$ cat src/rtl/seg7_bcd_rx_if.sv
// Bundle for the seg7_bcd_rx display-tap side and frame handshake.
// The slave modport is the receiver's view; master is the driver/consumer view.
interface seg7_bcd_rx_if;
  logic [6:0]  seg;
  logic [3:0]  an;
  logic        frm_rdy;
  logic        frm_vld;
  logic [15:0] digits;
  logic [3:0]  err;
  logic        ovr;

  modport master (output seg, an, frm_rdy, input frm_vld, digits, err, ovr);
  modport slave  (input seg, an, frm_rdy, output frm_vld, digits, err, ovr);
endinterface

$ cat src/rtl/seg7_bcd_rx.sv
// Recovers a 4-digit BCD frame from a multiplexed active-low 7-segment drive
// and presents it on a valid/ready handshake with a sticky overrun flag.
module seg7_bcd_rx #(
  parameter int unsigned STABLE_CYC = 4
) (
  input  logic         i_clk,
  input  logic         i_rst_n,
  seg7_bcd_rx_if.slave io_bus
);

  localparam logic [3:0] LP_STABLE    = 4'(STABLE_CYC);
  localparam logic [3:0] LP_STABLE_M1 = 4'(STABLE_CYC - 1);

  typedef enum logic {S_EMPTY = 1'b0, S_FULL = 1'b1} state_t;

  // Returns {invalid, bcd}; anything outside the digit table maps to 4'hF.
  function automatic logic [4:0] f_decode(input logic [6:0] seg);
    case (seg)
      7'b1000000: f_decode = {1'b0, 4'd0};
      7'b1111001: f_decode = {1'b0, 4'd1};
      7'b0100100: f_decode = {1'b0, 4'd2};
      7'b0110000: f_decode = {1'b0, 4'd3};
      7'b0011001: f_decode = {1'b0, 4'd4};
      7'b0010010: f_decode = {1'b0, 4'd5};
      7'b0000010: f_decode = {1'b0, 4'd6};
      7'b1111000: f_decode = {1'b0, 4'd7};
      7'b0000000: f_decode = {1'b0, 4'd8};
      7'b0011000: f_decode = {1'b0, 4'd9};
      default:    f_decode = {1'b1, 4'hF};
    endcase
  endfunction

  logic [6:0]  r_seg_q;
  logic [3:0]  r_an_q;
  logic [10:0] r_prev;
  logic [3:0]  r_cnt;
  logic [3:0]  r_mask;
  logic [15:0] r_stg_dig;
  logic [3:0]  r_stg_err;
  logic [15:0] r_digits;
  logic [3:0]  r_err;
  logic        r_ovr;
  state_t      r_state;

  logic        w_an_ok;
  logic        w_hold;
  logic        w_cap;
  logic        w_done;
  logic        w_load;
  logic        w_ovr_set;
  logic [1:0]  w_idx;
  logic [3:0]  w_an_lo;
  logic [3:0]  w_cnt_nxt;
  logic [3:0]  w_mask_set;
  logic [3:0]  w_mask_nxt;
  logic [3:0]  w_stg_err_nxt;
  logic [4:0]  w_dec;
  logic [15:0] w_stg_dig_nxt;
  state_t      w_state_nxt;

  // Input sampling and dwell tracking
  always_ff @(posedge i_clk or negedge i_rst_n) begin
    if (!i_rst_n) begin
      r_seg_q <= 7'h7F;
      r_an_q  <= 4'hF;
      r_prev  <= {7'h7F, 4'hF};
      r_cnt   <= 4'd0;
    end else begin
      r_seg_q <= io_bus.seg;
      r_an_q  <= io_bus.an;
      r_prev  <= {r_seg_q, r_an_q};
      r_cnt   <= w_cnt_nxt;
    end
  end

  // Exactly one low enable selects a digit; capture fires once per dwell
  always_comb begin
    w_an_lo = ~r_an_q;
    w_an_ok = (w_an_lo != 4'd0) && ((w_an_lo & (w_an_lo - 4'd1)) == 4'd0);
    w_hold  = w_an_ok && ({r_seg_q, r_an_q} == r_prev);
    w_cap   = w_hold && (r_cnt == LP_STABLE_M1);
    w_dec   = f_decode(r_seg_q);
    case (r_an_q)
      4'b1110: w_idx = 2'd0;
      4'b1101: w_idx = 2'd1;
      4'b1011: w_idx = 2'd2;
      4'b0111: w_idx = 2'd3;
      default: w_idx = 2'd0;
    endcase
    if (!w_hold) begin
      w_cnt_nxt = 4'd0;
    end else if (r_cnt == LP_STABLE) begin
      w_cnt_nxt = r_cnt;
    end else begin
      w_cnt_nxt = r_cnt + 4'd1;
    end
  end

  // Staging update; a completing capture hands the frame over and clears the mask
  always_comb begin
    w_stg_dig_nxt = r_stg_dig;
    w_stg_err_nxt = r_stg_err;
    w_mask_set    = r_mask;
    if (w_cap) begin
      w_stg_dig_nxt[{w_idx, 2'b00} +: 4] = w_dec[3:0];
      w_stg_err_nxt[w_idx]               = w_dec[4];
      w_mask_set                         = r_mask | (4'b0001 << w_idx);
    end else begin
      w_mask_set = r_mask;
    end
    w_done     = w_cap && (w_mask_set == 4'hF);
    w_mask_nxt = w_done ? 4'h0 : w_mask_set;
  end

  always_ff @(posedge i_clk or negedge i_rst_n) begin
    if (!i_rst_n) begin
      r_mask    <= 4'h0;
      r_stg_dig <= 16'h0000;
      r_stg_err <= 4'h0;
    end else begin
      r_mask    <= w_mask_nxt;
      r_stg_dig <= w_stg_dig_nxt;
      r_stg_err <= w_stg_err_nxt;
    end
  end

  // Output FSM: state register
  always_ff @(posedge i_clk or negedge i_rst_n) begin
    if (!i_rst_n) begin
      r_state <= S_EMPTY;
    end else begin
      r_state <= w_state_nxt;
    end
  end

  // Output FSM: next state
  always_comb begin
    case (r_state)
      S_EMPTY: w_state_nxt = w_done ? S_FULL : S_EMPTY;
      S_FULL: begin
        if (io_bus.frm_rdy) begin
          w_state_nxt = w_done ? S_FULL : S_EMPTY;
        end else begin
          w_state_nxt = S_FULL;
        end
      end
      default: w_state_nxt = S_EMPTY;
    endcase
  end

  // Output FSM: frame load and overrun decisions
  always_comb begin
    w_load    = 1'b0;
    w_ovr_set = 1'b0;
    case (r_state)
      S_EMPTY: w_load = w_done;
      S_FULL: begin
        w_load    = w_done && io_bus.frm_rdy;
        w_ovr_set = w_done && !io_bus.frm_rdy;
      end
      default: begin
        w_load    = 1'b0;
        w_ovr_set = 1'b0;
      end
    endcase
  end

  always_ff @(posedge i_clk or negedge i_rst_n) begin
    if (!i_rst_n) begin
      r_digits <= 16'h0000;
      r_err    <= 4'h0;
      r_ovr    <= 1'b0;
    end else begin
      if (w_load) begin
        r_digits <= w_stg_dig_nxt;
        r_err    <= w_stg_err_nxt;
      end
      if (w_ovr_set) begin
        r_ovr <= 1'b1;
      end
    end
  end

  assign io_bus.frm_vld = (r_state == S_FULL);
  assign io_bus.digits  = r_digits;
  assign io_bus.err     = r_err;
  assign io_bus.ovr     = r_ovr;

endmodule
$ cat src/flat_wrapper.sv
// flat-port wrapper written by rule: the top's interface ports become plain ports
module seg7_bcd_rx_flat 
#(
  parameter int unsigned STABLE_CYC = 4
)
  (i_clk, i_rst_n, io_bus_seg, io_bus_an, io_bus_frm_rdy, io_bus_frm_vld, io_bus_digits, io_bus_err, io_bus_ovr);
  seg7_bcd_rx_if io_bus_i ();
  input  logic i_clk;
  input  logic i_rst_n;
  input wire logic [$bits(io_bus_i.seg)-1:0] io_bus_seg;
  input wire logic [$bits(io_bus_i.an)-1:0] io_bus_an;
  input wire logic [$bits(io_bus_i.frm_rdy)-1:0] io_bus_frm_rdy;
  output wire logic [$bits(io_bus_i.frm_vld)-1:0] io_bus_frm_vld;
  output wire logic [$bits(io_bus_i.digits)-1:0] io_bus_digits;
  output wire logic [$bits(io_bus_i.err)-1:0] io_bus_err;
  output wire logic [$bits(io_bus_i.ovr)-1:0] io_bus_ovr;
  assign io_bus_i.seg = io_bus_seg;
  assign io_bus_i.an = io_bus_an;
  assign io_bus_i.frm_rdy = io_bus_frm_rdy;
  assign io_bus_frm_vld = io_bus_i.frm_vld;
  assign io_bus_digits = io_bus_i.digits;
  assign io_bus_err = io_bus_i.err;
  assign io_bus_ovr = io_bus_i.ovr;
  seg7_bcd_rx #(.STABLE_CYC(STABLE_CYC)) u_core (.i_clk(i_clk), .i_rst_n(i_rst_n), .io_bus(io_bus_i));
endmodule
$ cat config.mk
export PLATFORM = sky130hd
export DESIGN_NAME = seg7_bcd_rx_flat
export DESIGN_NICKNAME = d
export VERILOG_FILES = /design/src/rtl/seg7_bcd_rx_if.sv /design/src/rtl/seg7_bcd_rx.sv /design/src/flat_wrapper.sv
export SDC_FILE = /design/constraint.sdc
export NUM_CORES = 1
export LEC_CHECK = 0
export CORE_MARGIN = 4
export CORE_UTILIZATION = 50
export DETAILED_ROUTE_END_ITERATION = 10
export GPL_ROUTABILITY_DRIVEN = 0
export PLACE_DENSITY = 0.83
export SETUP_SLACK_MARGIN = 0.15
export SLEW_MARGIN = 10
export SYNTH_ARGS = -nofsm -noshare
export SYNTH_HDL_FRONTEND = slang
export SYNTH_SLANG_ARGS = --single-unit
$ cat constraint.sdc
create_clock -name i_clk -period 3.9 [get_ports i_clk]
set_input_delay 0.78 -clock i_clk [delete_from_list [all_inputs] [get_ports i_clk]]
set_output_delay 0.78 -clock i_clk [all_outputs]
set_load 0.1 [all_outputs]
==> qor.csv, run 1 <==
stage;metric;value;unit
pwr;p_int;1.129;mW
final_layout;final_nets;363;
global_route;grt_max_degree;46;
final_layout;utilization;0.6154;
yosys;syn_area_per_cell;10.95;um^2
clock_network;clk_pin_slew_worst_paths;0.07;ns
timing;fin_crit;3.104;ns
worst_setup_path;timing.rr.start;u_core.r_an_q[3]$_DFF_PN1_;
pwr;power_frac_seq;0.540;
yosys;synth_seq_area_share;0.5441;
placement;portBuffers;35;
worst_setup_path;endpoint;u_core.io_bus.digits[9]$_DFFE_PN0P_;
clock_network;cts_buffers;9;
yosys;synthFlopType;dfrtp_1;
worst_hold_path;hp-class;reg2reg;
yosys;synth_compound_area_frac;0.2066;
pwr;leakage;1.704;nW
clock_network;cts_tree;built;
yosys;synth_xor_area_frac;0.03908;
detailed_routing;drt_pass1_iterations;4;
yosys;yosysWarnings;0;
global_route;antenna_found_initial;0;
timing;setup_tns;0;ns
detailed_routing;vias_per_cell;6.045;
yosys;synthSimpleGateAreaFrac;0.1355;
floorplan;io_pins;36;
worst_setup_path;cp_max_fo;20;
timing;max_freq;322.1;MHz
worst_setup_path;worstSetupPathType;reg2reg;
clock_network;clock_path_buffers;2;
detailed_routing;vias;2551;
timing;hold_violations;0;
detailed_routing;drtIter0Drc;177;
yosys;yosys-top-cells-area;dfrtp_1 (37%), dfstp_2 (17%), a31oi_1 (4.7%);
clock_network;cts-root-buf;clkbuf_8;
worst_setup_path;critPathMostFrequentCell;and2_1;
yosys;yosysUniqueCellTypes;45;
detailed_routing;drt-total-wl;7.014;mm
worst_setup_path;r2r-end;u_core.io_bus.digits[9]$_DFFE_PN0P_;
clock_network;cts_hold_buf;0;
pwr;p_comb_frac;0.054;
global_route;grt_overflow_total;0;
pwr;p_sw_frac;0.2248;
run_status;status;completed;
timing;drv_slew;0;
yosys;synth-edff-count;0;
placement;place_inst;406;
clock_network;postCtsSetupRepairBufs;0;
global_route;grt.total_usage;0.1853;
global_route;grt_pass1_vias;2530;
worst_setup_path;end_kind;register;
floorplan;start_util;0.5235;
pwr;p_sw;0.3273;mW
final_layout;fin_cells;422;
timing;rsz0062_at_grt;no;
floorplan;die_area;0.008100;mm^2
pwr;clockPowerShare;0.406;
pwr;finalPower;1.456;mW
final_layout;syn_to_final_growth;17.57;%
worst_setup_path;slowest_delay;0.63;ns
global_route;grt_pass1_wl;12.12;mm
yosys;synthTopCellsByCount;dfrtp_1 (50), nand2_1 (31), a21oi_1 (29);
worst_setup_path;cp.arrival;3.31;ns
floorplan;core.rowCount;29;
worst_setup_path;rrSetupSlack;0.80;ns
detailed_routing;antenna_left;0;
yosys;synth_top_cell_by_area;dfrtp_1;
pwr;power_density;368.5;mW/mm^2
yosys;synthMuxAreaShare;0.002977;
worst_setup_path;worstRegToRegCells;9;
timing;worstMarginPinSlew;1.041;ns
floorplan;coreArea;0.006422;mm^2
yosys;synth_seq_cells;72;
timing;timing.hold.ws;0.4073;ns
yosys;async_reset_ff_frac;1.000;
floorplan;die_h;90;um
timing;period_share;0.7960;
yosys;yosysTopAreaCellShare;0.3722;
final_layout;fillers;532;
timing;skew;0.005601;ns
worst_setup_path;cp-start-kind;register;
clock_network;cts.htree.levels;3;
timing;maxSlewHeadroom;0.2964;
yosys;netlist_instances;307;
worst_setup_path;crit_chain;xor2_1 -> nand3_1 -> inv_1 -> ha_1 -> o22ai_1 -> nor3_2 -> and2_1 -> and2_1 -> a31oi_1;
pwr;ir_drop;0.0002065;V
floorplan;die_width;90;um
final_layout;n_antenna_cell;0;
run;cap_violations;0;
worst_setup_path;crit_path_start;u_core.r_an_q[3]$_DFF_PN1_;
yosys;synth_top_family_by_area;compound AO/OA/AOI/OAI gates;
detailed_routing;route.detailed.wl_per_inst;16.62;um
worst_setup_path;crit_slowest_cell;and2_1;
yosys;synthAdderAreaFrac;0.03349;
clock_network;clock_sinks;72;
clock_network;clock_latency;0.35;ns
yosys;syn-num-nets;330;
yosys;netlist_area;0.003362;mm^2
placement;dpl.hpwl;4.788;mm
detailed_routing;drc_errors;0;
final_layout;layout-drive-gt1-share;0.1594;
worst_setup_path;critical_path_required;4.10;ns
timing;setup-violations-final;0;
yosys;yosysMostFrequentCell;dfrtp_1;
clock_network;ctsResizeCount;0;
worst max-delay path, delay by kind of cell (launching register included):
kind | cells | cell delay, ns
AO/OA/AOI/OAI | 2 | 0.31
XOR/XNOR | 1 | 0.15
adder cells (fa/ha/maj) | 1 | 0.25
buffers and inverters | 1 | 0.24
flip-flops | 1 | 0.60
AND/OR/NAND/NOR | 4 | 1.40
layer usage:
layer | global-route usage | wire length [um] | vias up | part of all wire
met5 | 0 | 0 | - | 0
met4 | 0.08929 | 156 | 0 | 0.022
met3 | 0.05092 | 433 | 16 | 0.062
met2 | 0.2813 | 3296 | 85 | 0.47
met1 | 0.2458 | 3128 | 1249 | 0.45
li1 | - | - | 1201 | -
logic make-up after synthesis:
| family | after synthesis |
|---|---|
| AO/OA/AOI/OAI | 98 |
| multiplexers | 1 |
| adder cells (fa/ha/maj) | 9 |
| AND/OR/NAND/NOR | 83 |
| flip-flops | 72 |
| XOR/XNOR | 15 |
| buffers and inverters | 29 |
worst min-delay path by stage:
stage,start,end,depth (start not counted)
finish,u_core.r_an_q[2]$_DFF_PN1_,u_core.r_prev[2]$_DFF_PN1_,0
global route,u_core.r_an_q[2]$_DFF_PN1_,u_core.r_prev[2]$_DFF_PN1_,0
CTS,u_core.r_an_q[0]$_DFF_PN1_,u_core.r_prev[0]$_DFF_PN1_,0
detailed placement,u_core.r_an_q[0]$_DFF_PN1_,u_core.r_prev[0]$_DFF_PN1_,0
global placement,u_core.r_an_q[0]$_DFF_PN1_,u_core.r_prev[0]$_DFF_PN1_,0
floorplan,u_core.r_seg_q[1]$_DFF_PN1_,u_core.r_prev[5]$_DFF_PN1_,0
cell type report:
class                           instances  area [um^2]  share of cell area
Sequential cell                        72         1829              0.4628
Multi-Input combinational cell        206         1404              0.3552
Timing Repair Buffer                   40        382.9             0.09687
Clock buffer                           13        158.9             0.04020
Tap cell                               77        96.34             0.02437
Inverter                               11        41.29             0.01045
Clock inverter                          3        40.04             0.01013
per-stage QoR:
stage / cell area [um^2] / setup WS, ns
global placement: 3754 / 0.9995
detailed placement: 3754 / 0.8201
finish: 3953 / 0.7957
CTS: 3953 / 0.8041
floorplan: 3362 / 1.395
global route: 3953 / 0.5563
power groups by stage:
stage          logic, mW  clock network [mW]  registers (mW)
2_1_floorplan     0.0483                   0           0.789
3_3_place_gp      0.0763                   0           0.798
3_5_place_dp      0.0788                   0           0.799
4_1_cts           0.0792               0.607           0.785
5_1_grt           0.0879               0.645           0.788
6_report          0.0785               0.592           0.786
layout by cell type, fill, tap and decap left out, types with 2 or more instances in the layout:
cell type,count
and2_1,4
dfstp_2,22
clkbuf_1,2
clkdlybuf4s50_1,34
buf_4,5
nor3b_1,2
ha_1,9
nand4_1,10
o31ai_1,4
clkbuf_8,11
inv_1,11
dfrtp_1,50
o21ai_1,8
a31oi_1,25
xnor2_1,11
nand3_1,5
nor2_1,8
o31ai_2,8
o2111ai_1,13
nand2b_1,4
a21oi_1,29
clkinv_2,2
xor2_1,4
or3b_1,2
nand3b_1,2
nor3_1,3
nor4_1,2
o22ai_1,2
nor4b_1,2
nor4bb_1,2
nand2_1,31
state kept, by name, indices dropped and copies added, names as in the netlist:
signal	cells
u_core.io_bus.digits	16
u_core.r_cnt	4
u_core.io_bus.err	4
u_core.r_an_q	4
u_core.io_bus.frm_vld	1
u_core.r_seg_q	7
u_core.r_mask	4
u_core.r_stg_dig	16
u_core.r_prev	11
u_core.r_stg_err	4
u_core.io_bus.ovr	1
Note: power is estimated with default switching activity, not from simulation.
==> run 2, diff against run 1 <==
--- a/config.mk
+++ b/config.mk
@@ -9,7 +9,7 @@
 export CORE_UTILIZATION = 50
 export DETAILED_ROUTE_END_ITERATION = 10
 export GPL_ROUTABILITY_DRIVEN = 0
-export PLACE_DENSITY = 0.83
+export PLACE_DENSITY = 0.86
 export SETUP_SLACK_MARGIN = 0.15
 export SLEW_MARGIN = 10
 export SYNTH_ARGS = -nofsm -noshare
==> constraint.sdc (replaced) <==
create_clock -name i_clk -period 2.8 [get_ports i_clk]
set_input_delay 0.56 -clock i_clk [delete_from_list [all_inputs] [get_ports i_clk]]
set_output_delay 0.56 -clock i_clk [all_outputs]
set_load 0.1 [all_outputs]
==> qor.csv, run 2 (synthesis gave the netlist of run 1 again) <==
stage;metric;value;unit;change
worst_setup_path;critical_path_required;3.05;ns;was 4.10 ns
timing;fin_crit;2.493;ns;was 3.104 ns
worst_setup_path;cp-start-kind;register;;unchanged
clock_network;postCtsSetupRepairBufs;0;;unchanged
run;cap_violations;0;;unchanged
global_route;grt_overflow_total;0;;unchanged
floorplan;start_util;0.5235;;unchanged
run_status;status;completed;;unchanged
worst_setup_path;cp.arrival;2.75;ns;was 3.31 ns
final_layout;layout-drive-gt1-share;0.2472;;was 0.1594
timing;fin_ws;0.3066;ns;was 0.7957 ns
timing;maxSlewHeadroom;0.3253;;was 0.2964
timing;period_share;0.8905;;was 0.7960
timing;rsz0062_at_grt;no;;unchanged
global_route;antenna_found_initial;0;;unchanged
clock_network;cts_tree;built;;unchanged
detailed_routing;drt_pass1_iterations;4;;unchanged
clock_network;clock_latency;0.35;ns;about the same
floorplan;core.rowCount;29;;unchanged
floorplan;coreArea;0.006422;mm^2;unchanged
clock_network;clock_path_buffers;2;;unchanged
global_route;grt_pass1_wl;12.01;mm;was 12.12 mm
worst_setup_path;end_kind;register;;unchanged
final_layout;syn_to_final_growth;17.75;%;was 17.57%
detailed_routing;drtIter0Drc;206;;was 177
floorplan;die_h;90;um;unchanged
worst_setup_path;crit_slowest_cell;a211oi_2;;was and2_1
global_route;grt_pass1_vias;2546;;was 2,530
detailed_routing;drt-total-wl;7.046;mm;was 7.014 mm
pwr;finalPower;1.903;mW;was 1.456 mW
worst_setup_path;slowest_delay;0.83;ns;was 0.63 ns
global_route;grt.total_usage;0.1803;;was 0.1853
timing;hold_violations;0;;unchanged
clock_network;ctsResizeCount;0;;unchanged
timing;skew;0.01204;ns;was 0.005601 ns
worst_setup_path;worstSetupPathType;reg2reg;;unchanged
detailed_routing;drc_errors;0;;unchanged
floorplan;die_area;0.008100;mm^2;unchanged
clock_network;cts_buffers;9;;unchanged
floorplan;io_pins;36;;unchanged
final_layout;most-common-layout-cells;dfrtp_1 (50), buf_4 (37), nand2_1 (31);;was dfrtp_1 (50), clkdlybuf4s50_1 (34), nand2_1 (31)
clock_network;clk_pin_slew_worst_paths;0.07;ns;about the same
placement;portBuffers;35;;unchanged
placement;dpl.hpwl;4.943;mm;was 4.788 mm
worst_setup_path;crit_chain;nor4bb_1 -> a22o_1 -> a211oi_2 -> o2111ai_1 -> a31oi_1;;was xor2_1 -> nand3_1 -> inv_1 -> ha_1 -> o22ai_1 -> nor3_2 -> and2_1 -> and2_1 -> a31oi_1
final_layout;mostFrequentLayoutCell;dfrtp_1;;unchanged
timing;setup-violations-final;0;;unchanged
worst_hold_path;hp-class;in2async;;was reg2reg
detailed_routing;vias;2628;;was 2,551
pwr;power_density;480.8;mW/mm^2;was 368.5 mW/mm^2
global_route;grt_max_degree;44;;was 46
clock_network;cts_hold_buf;0;;unchanged
placement;place_ws;0.3432;ns;was 0.8201 ns
final_layout;fin_cells;433;;was 422
detailed_routing;vias_per_cell;6.069;;was 6.045
pwr;leakage;1.795;nW;was 1.704 nW
timing;setup_tns;0;ns;unchanged
timing;drv_slew;0;;unchanged
final_layout;utilization;0.6164;;was 0.6154
clock_network;cts-root-buf;clkbuf_8;;unchanged
worst_setup_path;cp_max_fo;16;;was 20
clock_network;clock_sinks;72;;unchanged
timing;worstMarginPinSlew;1.010;ns;was 1.041 ns
final_layout;final_nets;374;;was 363
timing;max_freq;401.1;MHz;was 322.1 MHz
clock_network;cts.htree.levels;3;;unchanged
placement;place_inst;417;;was 406
detailed_routing;antenna_left;0;;unchanged
pwr;ir_drop;0.0003320;V;was 0.0002065 V
detailed_routing;route.detailed.wl_per_inst;16.27;um;was 16.62 um
final_layout;n_antenna_cell;0;;unchanged
floorplan;die_width;90;um;unchanged
## run 2: cell types whose count changed in the layout (fill, tap and decap cells not counted), sizes merged
cell,previous run,this run
buf,6,39
bufinv,1,0
clkbuf,13,12
clkdlybuf4s50,34,12
clkinv,2,4
## run 2: area by class of cell
cell class	instances	area, um^2
sequential	72	1829
tap	77	96.34
multi-input combinational	206	1404
clock inverter	4	20.02
fill	535	2464
inverter	11	41.29
timing repair buffer	51	422.9
clock buffer	12	145.1
## run 2: final timing paths
kind | cells past startpoint | from | slack (ns) | to
max | 5 | u_core.r_seg_q[3]$_DFF_PN1_ | 0.31 | u_core.io_bus.digits[4]$_DFFE_PN0P_
min | 1 | i_rst_n | 0.24 | u_core.r_stg_err[2]$_DFF_PN0_
max reg2reg | 5 | u_core.r_seg_q[3]$_DFF_PN1_ | 0.31 | u_core.io_bus.digits[4]$_DFFE_PN0P_
min reg2reg | 0 | u_core.r_an_q[0]$_DFF_PN1_ | 0.40 | u_core.r_prev[0]$_DFF_PN1_
max in group asynchronous | 2 | i_rst_n | 1.84 | u_core.r_prev[8]$_DFF_PN1_
min in group i_clk | 0 | u_core.r_an_q[0]$_DFF_PN1_ | 0.40 | u_core.r_prev[0]$_DFF_PN1_
## run 2: metal layers
metal / global-route usage / vias up / wire length, um
li1: - / 1228 / -
met1: 0.2322 / 1287 / 2987
met2: 0.2819 / 95 / 3471
met3: 0.05092 / 18 / 432
met4: 0.08418 / 0 / 155
met5: 0 / - / 0
## run 2: worst max-delay path: cells and delay by family (launching register included)
family	cells	cell delay [ns]
AND/OR/NAND/NOR	1	0.09
AO/OA/AOI/OAI	4	1.63
flip-flops	1	0.67
## run 2: where the power goes
group | internal (mW) | switching, mW | total [mW]
registers | 1.07 | 0.0247 | 1.09
logic | 0.0478 | 0.0643 | 0.112
clock network | 0.340 | 0.357 | 0.697
total | 1.46 | 0.446 | 1.90
## run 2: through the flow
| step | hold slack (ns) | instance area [um^2] |
|---|---|---|
| 6_report | 0.2448 | 3959 |
| 5_1_grt | 0.2840 | 3959 |
| 4_1_cts | 0.2632 | 3959 |
| 3_5_place_dp | 0.3907 | 3794 |
| 3_3_place_gp | 0.3873 | 3794 |
| 2_1_floorplan | 0.2644 | 3362 |
==> run 3, diff against run 2 <==
--- a/config.mk
+++ b/config.mk
@@ -7,11 +7,11 @@
 export LEC_CHECK = 0
 export CORE_MARGIN = 4
 export CORE_UTILIZATION = 50
+export CTS_CLUSTER_DIAMETER = 30
 export DETAILED_ROUTE_END_ITERATION = 10
 export GPL_ROUTABILITY_DRIVEN = 0
 export PLACE_DENSITY = 0.86
 export SETUP_SLACK_MARGIN = 0.15
-export SLEW_MARGIN = 10
 export SYNTH_ARGS = -nofsm -noshare
 export SYNTH_HDL_FRONTEND = slang
 export SYNTH_SLANG_ARGS = --single-unit
==> results of run 3 <==
The final DEF is identical to that of run 2; final timing and power are the same.
